==> src/rtl/pipeline_hazard_ctrl_pkg.sv <==
// Shared types and constants for the pipeline hazard controller.
// Latency: n/a (declarations only).
// Backpressure: n/a.
package hazard_pkg;

    typedef enum logic [1:0] {
        INIT  = 2'd0,
        RUN   = 2'd1,
        STALL = 2'd2
    } state_t;

    // ALU operand source selects
    localparam logic [1:0] FWD_REG = 2'b00;
    localparam logic [1:0] FWD_MEM = 2'b10;
    localparam logic [1:0] FWD_WB  = 2'b01;

    // Stall lengths when no forwarding path exists (register file is not write-through)
    localparam logic [1:0] STALL_EX  = 2'd3;
    localparam logic [1:0] STALL_MEM = 2'd2;
    localparam logic [1:0] STALL_WB  = 2'd1;

endpackage

==> src/rtl/pipeline_hazard_ctrl_if.sv <==
// Bundle of pipeline-stage hazard inputs and controller enables/selects/counters.
// Latency: n/a (wiring only).
// Backpressure: n/a; the controller produces the pipeline's stall enables itself.
interface pipeline_hazard_ctrl_if #(
    parameter int REG_ADDR_W = 5,
    parameter int CNT_W      = 16
);
    logic [REG_ADDR_W-1:0] rsAddrDec_i;
    logic [REG_ADDR_W-1:0] rtAddrDec_i;
    logic                  usesRt_i;
    logic [REG_ADDR_W-1:0] writeAddrRegEx_i;
    logic                  regWriteEx_i;
    logic                  memToReadEx_i;
    logic [REG_ADDR_W-1:0] writeAddrRegMem_i;
    logic                  regWriteMem_i;
    logic [REG_ADDR_W-1:0] writeAddrRegWb_i;
    logic                  regWriteWb_i;
    logic                  branchTaken_i;
    logic                  pcWrite_o;
    logic                  fdWrite_o;
    logic                  fdFlush_o;
    logic                  deFlush_o;
    logic                  emFlush_o;
    logic [1:0]            forwardA_o;
    logic [1:0]            forwardB_o;
    logic [CNT_W-1:0]      stallCount_o;
    logic [CNT_W-1:0]      flushCount_o;

    // Pipeline datapath side: supplies stage addresses, consumes enables
    modport master (
        output rsAddrDec_i, rtAddrDec_i, usesRt_i,
        output writeAddrRegEx_i, regWriteEx_i, memToReadEx_i,
        output writeAddrRegMem_i, regWriteMem_i,
        output writeAddrRegWb_i, regWriteWb_i, branchTaken_i,
        input  pcWrite_o, fdWrite_o, fdFlush_o, deFlush_o, emFlush_o,
        input  forwardA_o, forwardB_o, stallCount_o, flushCount_o
    );

    // Hazard controller side
    modport slave (
        input  rsAddrDec_i, rtAddrDec_i, usesRt_i,
        input  writeAddrRegEx_i, regWriteEx_i, memToReadEx_i,
        input  writeAddrRegMem_i, regWriteMem_i,
        input  writeAddrRegWb_i, regWriteWb_i, branchTaken_i,
        output pcWrite_o, fdWrite_o, fdFlush_o, deFlush_o, emFlush_o,
        output forwardA_o, forwardB_o, stallCount_o, flushCount_o
    );

endinterface

==> src/rtl/pipeline_hazard_ctrl_fwd.sv <==
// Forwarding unit: registers EX-stage source addresses and selects MEM/WB bypass per operand.
// Latency: selects are combinational from the registered EX sources (1 cycle after DE load).
// Backpressure: none; the source register clears whenever DE loads a bubble.
`ifdef PIPELINE_HAZARD_FORWARDING_EN
module hazard_forward_unit
    import hazard_pkg::*;
#(
    parameter int REG_ADDR_W = 5
) (
    input  logic                  clk_i,
    input  logic                  rst_ni,
    input  logic [REG_ADDR_W-1:0] rs_dec,
    input  logic [REG_ADDR_W-1:0] rt_dec,
    input  logic                  de_flush,
    input  logic [REG_ADDR_W-1:0] mem_addr,
    input  logic                  mem_we,
    input  logic [REG_ADDR_W-1:0] wb_addr,
    input  logic                  wb_we,
    output logic [1:0]            forward_a,
    output logic [1:0]            forward_b
);

    logic [REG_ADDR_W-1:0] rs_ex;
    logic [REG_ADDR_W-1:0] rt_ex;

    function automatic logic [1:0] pick(input logic [REG_ADDR_W-1:0] src,
                                        input logic [REG_ADDR_W-1:0] m_addr, input logic m_we,
                                        input logic [REG_ADDR_W-1:0] w_addr, input logic w_we);
        if (m_we && (m_addr != '0) && (m_addr == src))      return FWD_MEM;
        else if (w_we && (w_addr != '0) && (w_addr == src)) return FWD_WB;
        else                                                 return FWD_REG;
    endfunction

    // EX source addresses follow the DE buffer; a bubble carries $0 so it never matches
    always_ff @(posedge clk_i or negedge rst_ni) begin
        if (!rst_ni) begin
            rs_ex <= '0;
            rt_ex <= '0;
        end else if (de_flush) begin
            rs_ex <= '0;
            rt_ex <= '0;
        end else begin
            rs_ex <= rs_dec;
            rt_ex <= rt_dec;
        end
    end

    // Per-operand bypass select, youngest producer (MEM) first
    always_comb begin
        forward_a = pick(rs_ex, mem_addr, mem_we, wb_addr, wb_we);
        forward_b = pick(rt_ex, mem_addr, mem_we, wb_addr, wb_we);
    end

endmodule
`endif

==> src/rtl/pipeline_hazard_ctrl.sv <==
// Pipeline sequencer: RAW hazard stalls, taken-branch flushes, stall/flush perf counters.
// Latency: enables are combinational in the detecting cycle; multi-cycle stalls run from a down-counter.
// Backpressure: holds PC/FD and bubbles DE while stalled; PIPELINE_HAZARD_FORWARDING_EN adds bypass (load-use stall only).
module pipeline_hazard_ctrl
    import hazard_pkg::*;
#(
    parameter int CNT_W      = 16,
    parameter int REG_ADDR_W = 5
) (
    input  logic                 clk_i,
    input  logic                 rst_ni,
    pipeline_hazard_ctrl_if.slave hz
);

    state_t           state;
    state_t           state_n;
    logic [1:0]       stall_left;
    logic [1:0]       stall_left_n;
    logic [1:0]       stall_len;
    logic             pc_write;
    logic             fd_write;
    logic             fd_flush;
    logic             de_flush;
    logic             em_flush;
    logic             stall_cyc;
    logic             flush_cyc;
    logic [CNT_W-1:0] stall_cnt;
    logic [CNT_W-1:0] flush_cnt;

    // True when a producer writing 'addr' feeds a source the ID instruction actually reads
    function automatic logic src_hit(input logic [REG_ADDR_W-1:0] addr, input logic we,
                                     input logic [REG_ADDR_W-1:0] rs, input logic [REG_ADDR_W-1:0] rt,
                                     input logic uses_rt);
        return we && (addr != '0) && ((addr == rs) || (uses_rt && (addr == rt)));
    endfunction

`ifdef PIPELINE_HAZARD_FORWARDING_EN
    // With bypass only a load in EX cannot be forwarded in time
    always_comb begin
        stall_len = 2'd0;
        if (hz.memToReadEx_i &&
            src_hit(hz.writeAddrRegEx_i, hz.regWriteEx_i, hz.rsAddrDec_i, hz.rtAddrDec_i, hz.usesRt_i))
            stall_len = 2'd1;
    end

    hazard_forward_unit #(
        .REG_ADDR_W (REG_ADDR_W)
    ) u_fwd (
        .clk_i     (clk_i),
        .rst_ni    (rst_ni),
        .rs_dec    (hz.rsAddrDec_i),
        .rt_dec    (hz.rtAddrDec_i),
        .de_flush  (de_flush),
        .mem_addr  (hz.writeAddrRegMem_i),
        .mem_we    (hz.regWriteMem_i),
        .wb_addr   (hz.writeAddrRegWb_i),
        .wb_we     (hz.regWriteWb_i),
        .forward_a (hz.forwardA_o),
        .forward_b (hz.forwardB_o)
    );
`else
    logic unused_mem_to_read;
    assign unused_mem_to_read = hz.memToReadEx_i;

    // Without bypass the consumer waits until the producer has retired; oldest wait wins
    always_comb begin
        stall_len = 2'd0;
        if (src_hit(hz.writeAddrRegEx_i, hz.regWriteEx_i, hz.rsAddrDec_i, hz.rtAddrDec_i, hz.usesRt_i))
            stall_len = STALL_EX;
        else if (src_hit(hz.writeAddrRegMem_i, hz.regWriteMem_i, hz.rsAddrDec_i, hz.rtAddrDec_i, hz.usesRt_i))
            stall_len = STALL_MEM;
        else if (src_hit(hz.writeAddrRegWb_i, hz.regWriteWb_i, hz.rsAddrDec_i, hz.rtAddrDec_i, hz.usesRt_i))
            stall_len = STALL_WB;
    end

    assign hz.forwardA_o = FWD_REG;
    assign hz.forwardB_o = FWD_REG;
`endif

    // State and remaining-stall register
    always_ff @(posedge clk_i or negedge rst_ni) begin
        if (!rst_ni) begin
            state      <= INIT;
            stall_left <= 2'd0;
        end else begin
            state      <= state_n;
            stall_left <= stall_left_n;
        end
    end

    // Next state and pipeline enables; a taken branch overrides any stall
    always_comb begin
        state_n      = state;
        stall_left_n = stall_left;
        pc_write     = 1'b0;
        fd_write     = 1'b0;
        fd_flush     = 1'b1;
        de_flush     = 1'b1;
        em_flush     = 1'b1;
        stall_cyc    = 1'b0;
        flush_cyc    = 1'b0;
        case (state)
            INIT: begin
                state_n = RUN;
            end
            RUN, STALL: begin
                if (hz.branchTaken_i) begin
                    pc_write     = 1'b1;
                    fd_write     = 1'b1;
                    flush_cyc    = 1'b1;
                    state_n      = RUN;
                    stall_left_n = 2'd0;
                end else if (state == STALL) begin
                    fd_flush     = 1'b0;
                    em_flush     = 1'b0;
                    stall_cyc    = 1'b1;
                    stall_left_n = stall_left - 2'd1;
                    if (stall_left == 2'd1)
                        state_n = RUN;
                end else if (stall_len != 2'd0) begin
                    fd_flush  = 1'b0;
                    em_flush  = 1'b0;
                    stall_cyc = 1'b1;
                    if (stall_len > 2'd1) begin
                        stall_left_n = stall_len - 2'd1;
                        state_n      = STALL;
                    end
                end else begin
                    pc_write = 1'b1;
                    fd_write = 1'b1;
                    fd_flush = 1'b0;
                    de_flush = 1'b0;
                    em_flush = 1'b0;
                end
            end
            default: begin
                state_n      = INIT;
                stall_left_n = 2'd0;
            end
        endcase
    end

    // Saturating performance counters
    always_ff @(posedge clk_i or negedge rst_ni) begin
        if (!rst_ni) begin
            stall_cnt <= '0;
            flush_cnt <= '0;
        end else begin
            if (stall_cyc && (stall_cnt != '1))
                stall_cnt <= stall_cnt + 1'b1;
            if (flush_cyc && (flush_cnt != '1))
                flush_cnt <= flush_cnt + 1'b1;
        end
    end

    assign hz.pcWrite_o    = pc_write;
    assign hz.fdWrite_o    = fd_write;
    assign hz.fdFlush_o    = fd_flush;
    assign hz.deFlush_o    = de_flush;
    assign hz.emFlush_o    = em_flush;
    assign hz.stallCount_o = stall_cnt;
    assign hz.flushCount_o = flush_cnt;

endmodule

==> src/flat_wrapper.sv <==
// flat-port wrapper written by rule: the top's interface ports become plain ports
module pipeline_hazard_ctrl_flat import hazard_pkg::*;
#(
    parameter int CNT_W      = 16,
    parameter int REG_ADDR_W = 5
)
  (clk_i, rst_ni, hz_rsAddrDec_i, hz_rtAddrDec_i, hz_usesRt_i, hz_writeAddrRegEx_i, hz_regWriteEx_i, hz_memToReadEx_i, hz_writeAddrRegMem_i, hz_regWriteMem_i, hz_writeAddrRegWb_i, hz_regWriteWb_i, hz_branchTaken_i, hz_pcWrite_o, hz_fdWrite_o, hz_fdFlush_o, hz_deFlush_o, hz_emFlush_o, hz_forwardA_o, hz_forwardB_o, hz_stallCount_o, hz_flushCount_o);
  pipeline_hazard_ctrl_if #(.REG_ADDR_W(REG_ADDR_W), .CNT_W(CNT_W)) hz_i ();
  input  logic clk_i;
  input  logic rst_ni;
  input wire logic [$bits(hz_i.rsAddrDec_i)-1:0] hz_rsAddrDec_i;
  input wire logic [$bits(hz_i.rtAddrDec_i)-1:0] hz_rtAddrDec_i;
  input wire logic [$bits(hz_i.usesRt_i)-1:0] hz_usesRt_i;
  input wire logic [$bits(hz_i.writeAddrRegEx_i)-1:0] hz_writeAddrRegEx_i;
  input wire logic [$bits(hz_i.regWriteEx_i)-1:0] hz_regWriteEx_i;
  input wire logic [$bits(hz_i.memToReadEx_i)-1:0] hz_memToReadEx_i;
  input wire logic [$bits(hz_i.writeAddrRegMem_i)-1:0] hz_writeAddrRegMem_i;
  input wire logic [$bits(hz_i.regWriteMem_i)-1:0] hz_regWriteMem_i;
  input wire logic [$bits(hz_i.writeAddrRegWb_i)-1:0] hz_writeAddrRegWb_i;
  input wire logic [$bits(hz_i.regWriteWb_i)-1:0] hz_regWriteWb_i;
  input wire logic [$bits(hz_i.branchTaken_i)-1:0] hz_branchTaken_i;
  output wire logic [$bits(hz_i.pcWrite_o)-1:0] hz_pcWrite_o;
  output wire logic [$bits(hz_i.fdWrite_o)-1:0] hz_fdWrite_o;
  output wire logic [$bits(hz_i.fdFlush_o)-1:0] hz_fdFlush_o;
  output wire logic [$bits(hz_i.deFlush_o)-1:0] hz_deFlush_o;
  output wire logic [$bits(hz_i.emFlush_o)-1:0] hz_emFlush_o;
  output wire logic [$bits(hz_i.forwardA_o)-1:0] hz_forwardA_o;
  output wire logic [$bits(hz_i.forwardB_o)-1:0] hz_forwardB_o;
  output wire logic [$bits(hz_i.stallCount_o)-1:0] hz_stallCount_o;
  output wire logic [$bits(hz_i.flushCount_o)-1:0] hz_flushCount_o;
  assign hz_i.rsAddrDec_i = hz_rsAddrDec_i;
  assign hz_i.rtAddrDec_i = hz_rtAddrDec_i;
  assign hz_i.usesRt_i = hz_usesRt_i;
  assign hz_i.writeAddrRegEx_i = hz_writeAddrRegEx_i;
  assign hz_i.regWriteEx_i = hz_regWriteEx_i;
  assign hz_i.memToReadEx_i = hz_memToReadEx_i;
  assign hz_i.writeAddrRegMem_i = hz_writeAddrRegMem_i;
  assign hz_i.regWriteMem_i = hz_regWriteMem_i;
  assign hz_i.writeAddrRegWb_i = hz_writeAddrRegWb_i;
  assign hz_i.regWriteWb_i = hz_regWriteWb_i;
  assign hz_i.branchTaken_i = hz_branchTaken_i;
  assign hz_pcWrite_o = hz_i.pcWrite_o;
  assign hz_fdWrite_o = hz_i.fdWrite_o;
  assign hz_fdFlush_o = hz_i.fdFlush_o;
  assign hz_deFlush_o = hz_i.deFlush_o;
  assign hz_emFlush_o = hz_i.emFlush_o;
  assign hz_forwardA_o = hz_i.forwardA_o;
  assign hz_forwardB_o = hz_i.forwardB_o;
  assign hz_stallCount_o = hz_i.stallCount_o;
  assign hz_flushCount_o = hz_i.flushCount_o;
  pipeline_hazard_ctrl #(.CNT_W(CNT_W), .REG_ADDR_W(REG_ADDR_W)) u_core (.clk_i(clk_i), .rst_ni(rst_ni), .hz(hz_i));
endmodule
==> config.mk <==
export PLATFORM = sky130hd
export DESIGN_NAME = pipeline_hazard_ctrl_flat
export DESIGN_NICKNAME = d
export VERILOG_FILES = /design/src/rtl/pipeline_hazard_ctrl_pkg.sv /design/src/rtl/pipeline_hazard_ctrl_if.sv /design/src/rtl/pipeline_hazard_ctrl_fwd.sv /design/src/rtl/pipeline_hazard_ctrl.sv /design/src/flat_wrapper.sv
export SDC_FILE = /design/constraint.sdc
export NUM_CORES = 1
export LEC_CHECK = 0
export ABC_AREA = 0
export CORE_ASPECT_RATIO = 0.5
export CORE_MARGIN = 1
export CORE_UTILIZATION = 51
export CTS_BUF_LIST = sky130_fd_sc_hd__clkbuf_4 sky130_fd_sc_hd__clkbuf_8
export DETAILED_ROUTE_END_ITERATION = 16
export HOLD_SLACK_MARGIN = 0.15
export PLACE_DENSITY = 0.93
export SLEW_MARGIN = 10
export SYNTH_ARGS = -nofsm -noshare
export SYNTH_HDL_FRONTEND = slang
export SYNTH_SLANG_ARGS = --single-unit
export TNS_END_PERCENT = 5
==> constraint.sdc <==
create_clock -name clk_i -period 6.2 [get_ports clk_i]
set_input_delay 1.55 -clock clk_i [delete_from_list [all_inputs] [get_ports clk_i]]
set_output_delay 1.55 -clock clk_i [all_outputs]
set_load 0.03 [all_outputs]
==> impl_metrics.yaml, run 1 <==
status:
  status: "completed"
logic_synthesis:
  post-synth-top-area-fraction_pct: 40.2
  synthesis.area_per_instance_sq_um: 9.62
  synth-simple-area-share_pct: 19.7
  synth-edff-count: 0
  synthAdderAreaFrac_pct: 3.91
  synth.largest_area_cell: "dfrtp_1"
  synth_cell_types: 36
  netlist_top_cells_area: "dfrtp_1 40%, xnor2_1 16%, xor2_1 7.0%"
  syn_area_sq_um: 2240
  asyncSetResetFlopFracSynth_pct: 100
  compound_cell_area_share_of_the_yosys_netlist_pct: 7.76
  synth-main-ff-cell: "dfrtp_1"
  synth_top_family_by_area: "XOR/XNOR gates"
  synthXorXnorAreaFrac_pct: 22.7
  synth-seq-cells: 36
  post_synth_inst_count: 233
  synthMuxAreaShare_pct: 1.90
  yosys_warnings: 0
  share_of_the_yosys_chip_area_belonging_to_registers_pct: 40.2
cts:
  cts_made_buffers: 5
  post_cts_hold_buffer_count: 0
  cts.repair.resized: 0
  clkLatencyLatePin_ps: 300
  tritoncts: "done"
  cts_max_path_buffers: 2
  clkSinkCount: 36
  ctsHtreeMaxLevel: 2
  post_cts_buffers: 0
  cts_root_buffer: "clkbuf_8"
  clk_transition_reported_paths_ps: 70
power_and_ir_drop:
  vdd.ir_drop.worst_mv: 0.212
  power_leakage_nw: 1.33
  fin_total_pwr_mw: 0.862
  power_per_cell_area_nw_per_um2: 279
sta:
  max_freq_mhz: 169
  drv_slew: 0
  maxSlewHeadroom_pct: 60.4
  rsz0062_at_grt: "false"
  timing.final.crit_share_pct: 95.5
  worst_pin_slew_ps: 591
  finClkSkew_ps: 3.06
  setup_viol_count_final: 0
  final-hold-violation-count: 0
  whs_ps: 495
  tns_ps: 0
  final.min_clock_period_ps: 5920
detailed_routing:
  antenna_violating_nets_post_route: 0
  drc: 0
  wl_per_cell_um: 15.5
  drt-initial-drc-count: 78
  vias_per_cell: 5.59
  firstDrtPassIters: 4
  dr_total_vias: 2030
  drt-total-wl_um: 5640
global_route:
  globalRouteOverflowTotal: 0
  grt_pass1_wl_um: 9260
  number_of_antenna_violations_at_the_first_check_in_global_routing: 0
  grt_max_degree: 37
  number_of_global_route_vias_before_repair: 2036
  grtUsageTotal_pct: 25.9
layout:
  final_layout_size_suffix_gt1_share_pct: 5.83
  number_of_antenna_cells_inserted: 0
  layout-area-overhead-vs-synth_pct: 37.9
  most-common-layout-cells: "68 x clkdlybuf4s50_1, 40 x xnor2_1, 36 x dfrtp_1, 24 x nand2_1, 18 x xor2_1"
  mostFrequentLayoutCell: "clkdlybuf4s50_1"
  finish.net_count: 348
die:
  floorplan.initialDensity_pct: 55.4
  coreArea_sq_um: 4040
  die_extent_in_y_um: 48.9
  floorplan.die_area_sq_um: 4680
  row_count: 16
  die_width_um: 95.7
  ios: 74
setup_path:
  worst_setup_path_startpoint: "hz_writeAddrRegEx_i[3]"
  critPathMaxStageDelay_ps: 680
  cp_num_cells: 8
  crit_path_cell_trace: "clkdlybuf4s50_1 -> or4_1 -> o21a_1 -> a32oi_1 -> ha_1 -> nor2b_1 -> o21a_1 -> clkdlybuf4s50_1"
  data_required_time_at_the_worst_endpoint_ps: 4650
  worst_r2r_startpoint: "u_core.state[0]$_DFFE_PN0P_"
  crit_fanout: 3
  worstReg2RegEnd: "u_core.hz.stallCount_o[15]$_DFFE_PN0P_"
  cp_data_arrival_time_ps: 4370
  worst-setup-path-type: "in -> out"
  critical_path_buf_inv_count: 2
  setup.worst_path.end: "hz_fdWrite_o"
  r2r_setup_slack_ps: 3720
  start_kind: "input port"
  critPathCaptureType: "output port"
  critical_path.slowest_cell: "clkdlybuf4s50_1"
  cp_top_family: "buffers and inverters"
  timing.reg2reg.worst_path_depth: 9
worst_hold_path:
  min_path_cells: 1
  min_path_type: "reg -> reg"
job:
  drv.max_cap_violation_count: 0
place:
  io_buffer_count: 68
  final_hpwl_from_detailed_placement_um: 4150
  place_congestion: 0.878
## routing by layer
| metal | vias up | track usage [%] | share of wire, % |
|---|---|---|---|
| met4 | 0 | 10.4 | 2.0 |
| met3 | 14 | 6.85 | 7.6 |
| met1 | 987 | 30.3 | 41 |
| met5 | - | 0 | 0 |
| li1 | 955 | - | - |
| met2 | 74 | 45.4 | 49 |
## cell usage after synthesis (all sizes together), types with 6 or more instances
library cell,count
xnor2,40
dfrtp,36
nand2,24
xor2,18
nand3,14
and3,12
nor2,11
inv,10
nand4,9
ha,7
buf,6
nor3,6
## worst reg2reg max path: cells and delay by family, from the launching register on
family / cells / cell delay (ps)
buffers and inverters: 2 / 140
adders and majority gates: 1 / 410
DFF: 1 / 370
AOI/OAI and AO/OA: 1 / 220
and+or+nand+nor: 4 / 1090
xor gates and xnor gates: 1 / 140
## sequential cells by signal, indices dropped and copies added (netlist names)
signal / count
u_core.stall_left: 2
u_core.hz.stallCount_o: 16
u_core.hz.flushCount_o: 16
u_core.state: 2
## metrics by stage
step	std cells	instance area [sq um]	worst slack [ps]	utilization (%)
after floorplan	236	2250	1050	-
after global placement	355	2980	427	73.6
after detailed placement	355	2980	322	73.6
after CTS	363	3090	277	76.4
after global routing	363	3090	123	76.4
final	363	3090	276	76.4
## final cells by class
cell class | count | area, sq um
clock buffer | 5 | 68.8
clock inverter | 3 | 42.5
fill | 281 | 955
inverter | 10 | 37.5
multi-input combinational | 184 | 1270
sequential | 36 | 901
tap | 54 | 67.6
timing repair buffer | 71 | 703
## where the power goes
part	switching (mW)	internal [mW]
sequential	0.0407	0.268
clock	0.0925	0.119
combinational	0.190	0.152
total	0.323	0.539
## kinds of logic (layout without fill, tap and decap cells)
family | count (synthesis) | after routing
other cells | 1 | 4
compound gates | 25 | 25
buf+inv | 16 | 89
xor+xnor | 58 | 58
simple gates | 86 | 86
mux | 4 | 4
fa+ha+maj | 7 | 7
flops | 36 | 36
## worst min-delay path by stage
stage / to / start / slack, ps
floorplan: u_core.stall_left[1]$_DFFE_PN0P_ / u_core.stall_left[1]$_DFFE_PN0P_ / 490
global route: u_core.hz.stallCount_o[15]$_DFFE_PN0P_ / u_core.hz.stallCount_o[15]$_DFFE_PN0P_ / 520
CTS: u_core.hz.stallCount_o[10]$_DFFE_PN0P_ / u_core.hz.stallCount_o[10]$_DFFE_PN0P_ / 490
detailed placement: u_core.hz.stallCount_o[10]$_DFFE_PN0P_ / u_core.hz.stallCount_o[10]$_DFFE_PN0P_ / 480
global placement: u_core.hz.stallCount_o[10]$_DFFE_PN0P_ / u_core.hz.stallCount_o[10]$_DFFE_PN0P_ / 480
finish: u_core.hz.stallCount_o[10]$_DFFE_PN0P_ / u_core.hz.stallCount_o[10]$_DFFE_PN0P_ / 490
No activity file was read; power rests on OpenSTA's default activity.
==> run 2: changes to the inputs <==
--- a/config.mk
+++ b/config.mk
@@ -12,7 +12,7 @@
 export CTS_BUF_LIST = sky130_fd_sc_hd__clkbuf_4 sky130_fd_sc_hd__clkbuf_8
 export DETAILED_ROUTE_END_ITERATION = 16
 export HOLD_SLACK_MARGIN = 0.15
-export PLACE_DENSITY = 0.93
+export PLACE_DENSITY = 0.88
 export SLEW_MARGIN = 10
 export SYNTH_ARGS = -nofsm -noshare
 export SYNTH_HDL_FRONTEND = slang
==> impl_metrics.yaml, run 2 (synthesis gave the netlist of run 1 again) <==
power_and_ir_drop:
  power_leakage_nw: 1.32
  vdd.ir_drop.worst_mv: 0.216
  power_per_cell_area_nw_per_um2: 263
cts:
  clkLatencyLatePin_ps: 280
  cts_root_buffer: "clkbuf_8"
  post_cts_hold_buffer_count: 0
  cts_max_path_buffers: 2
  clk_transition_reported_paths_ps: 60
  ctsHtreeMaxLevel: 2
  cts.repair.resized: 0
  cts_made_buffers: 5
  post_cts_buffers: 0
  tritoncts: "done"
  clkSinkCount: 36
sta:
  final.min_clock_period_ps: 5860
  worst_pin_slew_ps: 571
  timing.final.crit_share_pct: 94.5
  setup_viol_count_final: 0
  tns_ps: 0
  maxSlewHeadroom_pct: 61.7
  drv_slew: 0
  rsz0062_at_grt: "false"
  max_freq_mhz: 171
  final-hold-violation-count: 0
  whs_ps: 499
  finClkSkew_ps: 4.99
detailed_routing:
  drt-total-wl_um: 5330
  dr_total_vias: 1966
  firstDrtPassIters: 4
  antenna_violating_nets_post_route: 0
  vias_per_cell: 5.43
  wl_per_cell_um: 14.7
  drt-initial-drc-count: 85
  drc: 0
layout:
  layout-area-overhead-vs-synth_pct: 36.5
  mostFrequentLayoutCell: "clkdlybuf4s50_1"
  finalNonFillerCells: 362
  multi_input_comb_area_sq_um: 1270
  number_of_antenna_cells_inserted: 0
  final_layout_size_suffix_gt1_share_pct: 5.52
  seqCellArea_sq_um: 901
  fillCellCount: 294
  finish.net_count: 348
  most-common-layout-cells: "68 x clkdlybuf4s50_1, 40 x xnor2_1, 36 x dfrtp_1, 24 x nand2_1, 18 x xor2_1"
  share_of_the_core_filled_with_cells_in_the_final_layout_pct: 75.6
die:
  row_count: 16
  die_width_um: 95.7
  floorplan.die_area_sq_um: 4680
  coreArea_sq_um: 4040
  die_extent_in_y_um: 48.9
  ios: 74
  floorplan.initialDensity_pct: 55.4
place:
  place_congestion: 0.846
  post-place-cells: 355
  io_buffer_count: 68
  final_hpwl_from_detailed_placement_um: 4000
setup_path:
  data_required_time_at_the_worst_endpoint_ps: 4650
  crit_fanout: 3
  cp_data_arrival_time_ps: 4310
  start_kind: "input port"
  critPathCaptureType: "output port"
  worst-setup-path-type: "in -> out"
job:
  drv.max_cap_violation_count: 0
global_route:
  number_of_antenna_violations_at_the_first_check_in_global_routing: 0
  number_of_global_route_vias_before_repair: 1935
  grt_max_degree: 37
  grt_pass1_wl_um: 8620
  grtUsageTotal_pct: 23.9
  globalRouteOverflowTotal: 0
worst_hold_path:
  min_path_type: "reg -> reg"
status:
  status: "completed"
[run 2: cell types whose count changed in the layout (fill, tap and decap cells not counted)]
cell        delta
bufinv_16      -1
clkinvlp_4     -1
clkbuf_4       +1
[run 2: final timing paths]
kind	startpoint	endpoint	slack [ps]	cells past startpoint
max in group asynchronous	rst_ni	u_core.hz.stallCount_o[7]$_DFFE_PN0P_	4200	2
setup / recovery	hz_writeAddrRegEx_i[0]	hz_fdWrite_o	340	8
setup reg to reg	u_core.state[0]$_DFFE_PN0P_	u_core.hz.stallCount_o[15]$_DFFE_PN0P_	3750	9
hold / removal	u_core.hz.flushCount_o[11]$_DFFE_PN0P_	u_core.hz.flushCount_o[11]$_DFFE_PN0P_	500	1
hold reg to reg	u_core.hz.flushCount_o[11]$_DFFE_PN0P_	u_core.hz.flushCount_o[11]$_DFFE_PN0P_	500	1
min in group asynchronous	rst_ni	u_core.hz.stallCount_o[0]$_DFFE_PN0P_	1680	2
[run 2: area by class of cell]
type,instances,area share [%]
clock inverter,1,0.164
multi-input combinational,184,41.5
tap,54,2.21
sequential,36,29.4
timing repair buffer,71,23.0
clock buffer,6,2.49
inverter,10,1.23
[run 2: per-layer routing]
layer	GRT usage (%)	vias up	wire length, um	part of all wire, %
li1	-	950	-	-
met1	29.4	954	2360	44
met2	42.0	53	2580	48
met3	5.45	9	329	6.2
met4	6.97	0	63	1.2
met5	0	-	0	0
[run 2: critical path, stage by stage]
cell and delay (ps):
clkdlybuf4s50_1 460, or4_1 530, o21a_1 200, a32oi_1 220
ha_1 250, nor2b_1 260, o21a_1 160, clkdlybuf4s50_1 670
[run 2: through the flow]
stage / cell area, sq um / setup WS [ps] / total power [mW]
2_1_floorplan: 2250 / 1050 / 0.513
4_1_cts: 3060 / 333 / 0.809
6_report: 3060 / 343 / 0.805
3_3_place_gp: 2980 / 435 / 0.638
5_1_grt: 3060 / 220 / 0.851
3_5_place_dp: 2980 / 372 / 0.648
[run 2: power by group]
group | switching [mW] | internal (mW) | total [mW]
registers | 0.0403 | 0.268 | 0.309
logic | 0.185 | 0.151 | 0.336
clock network | 0.0798 | 0.0807 | 0.161
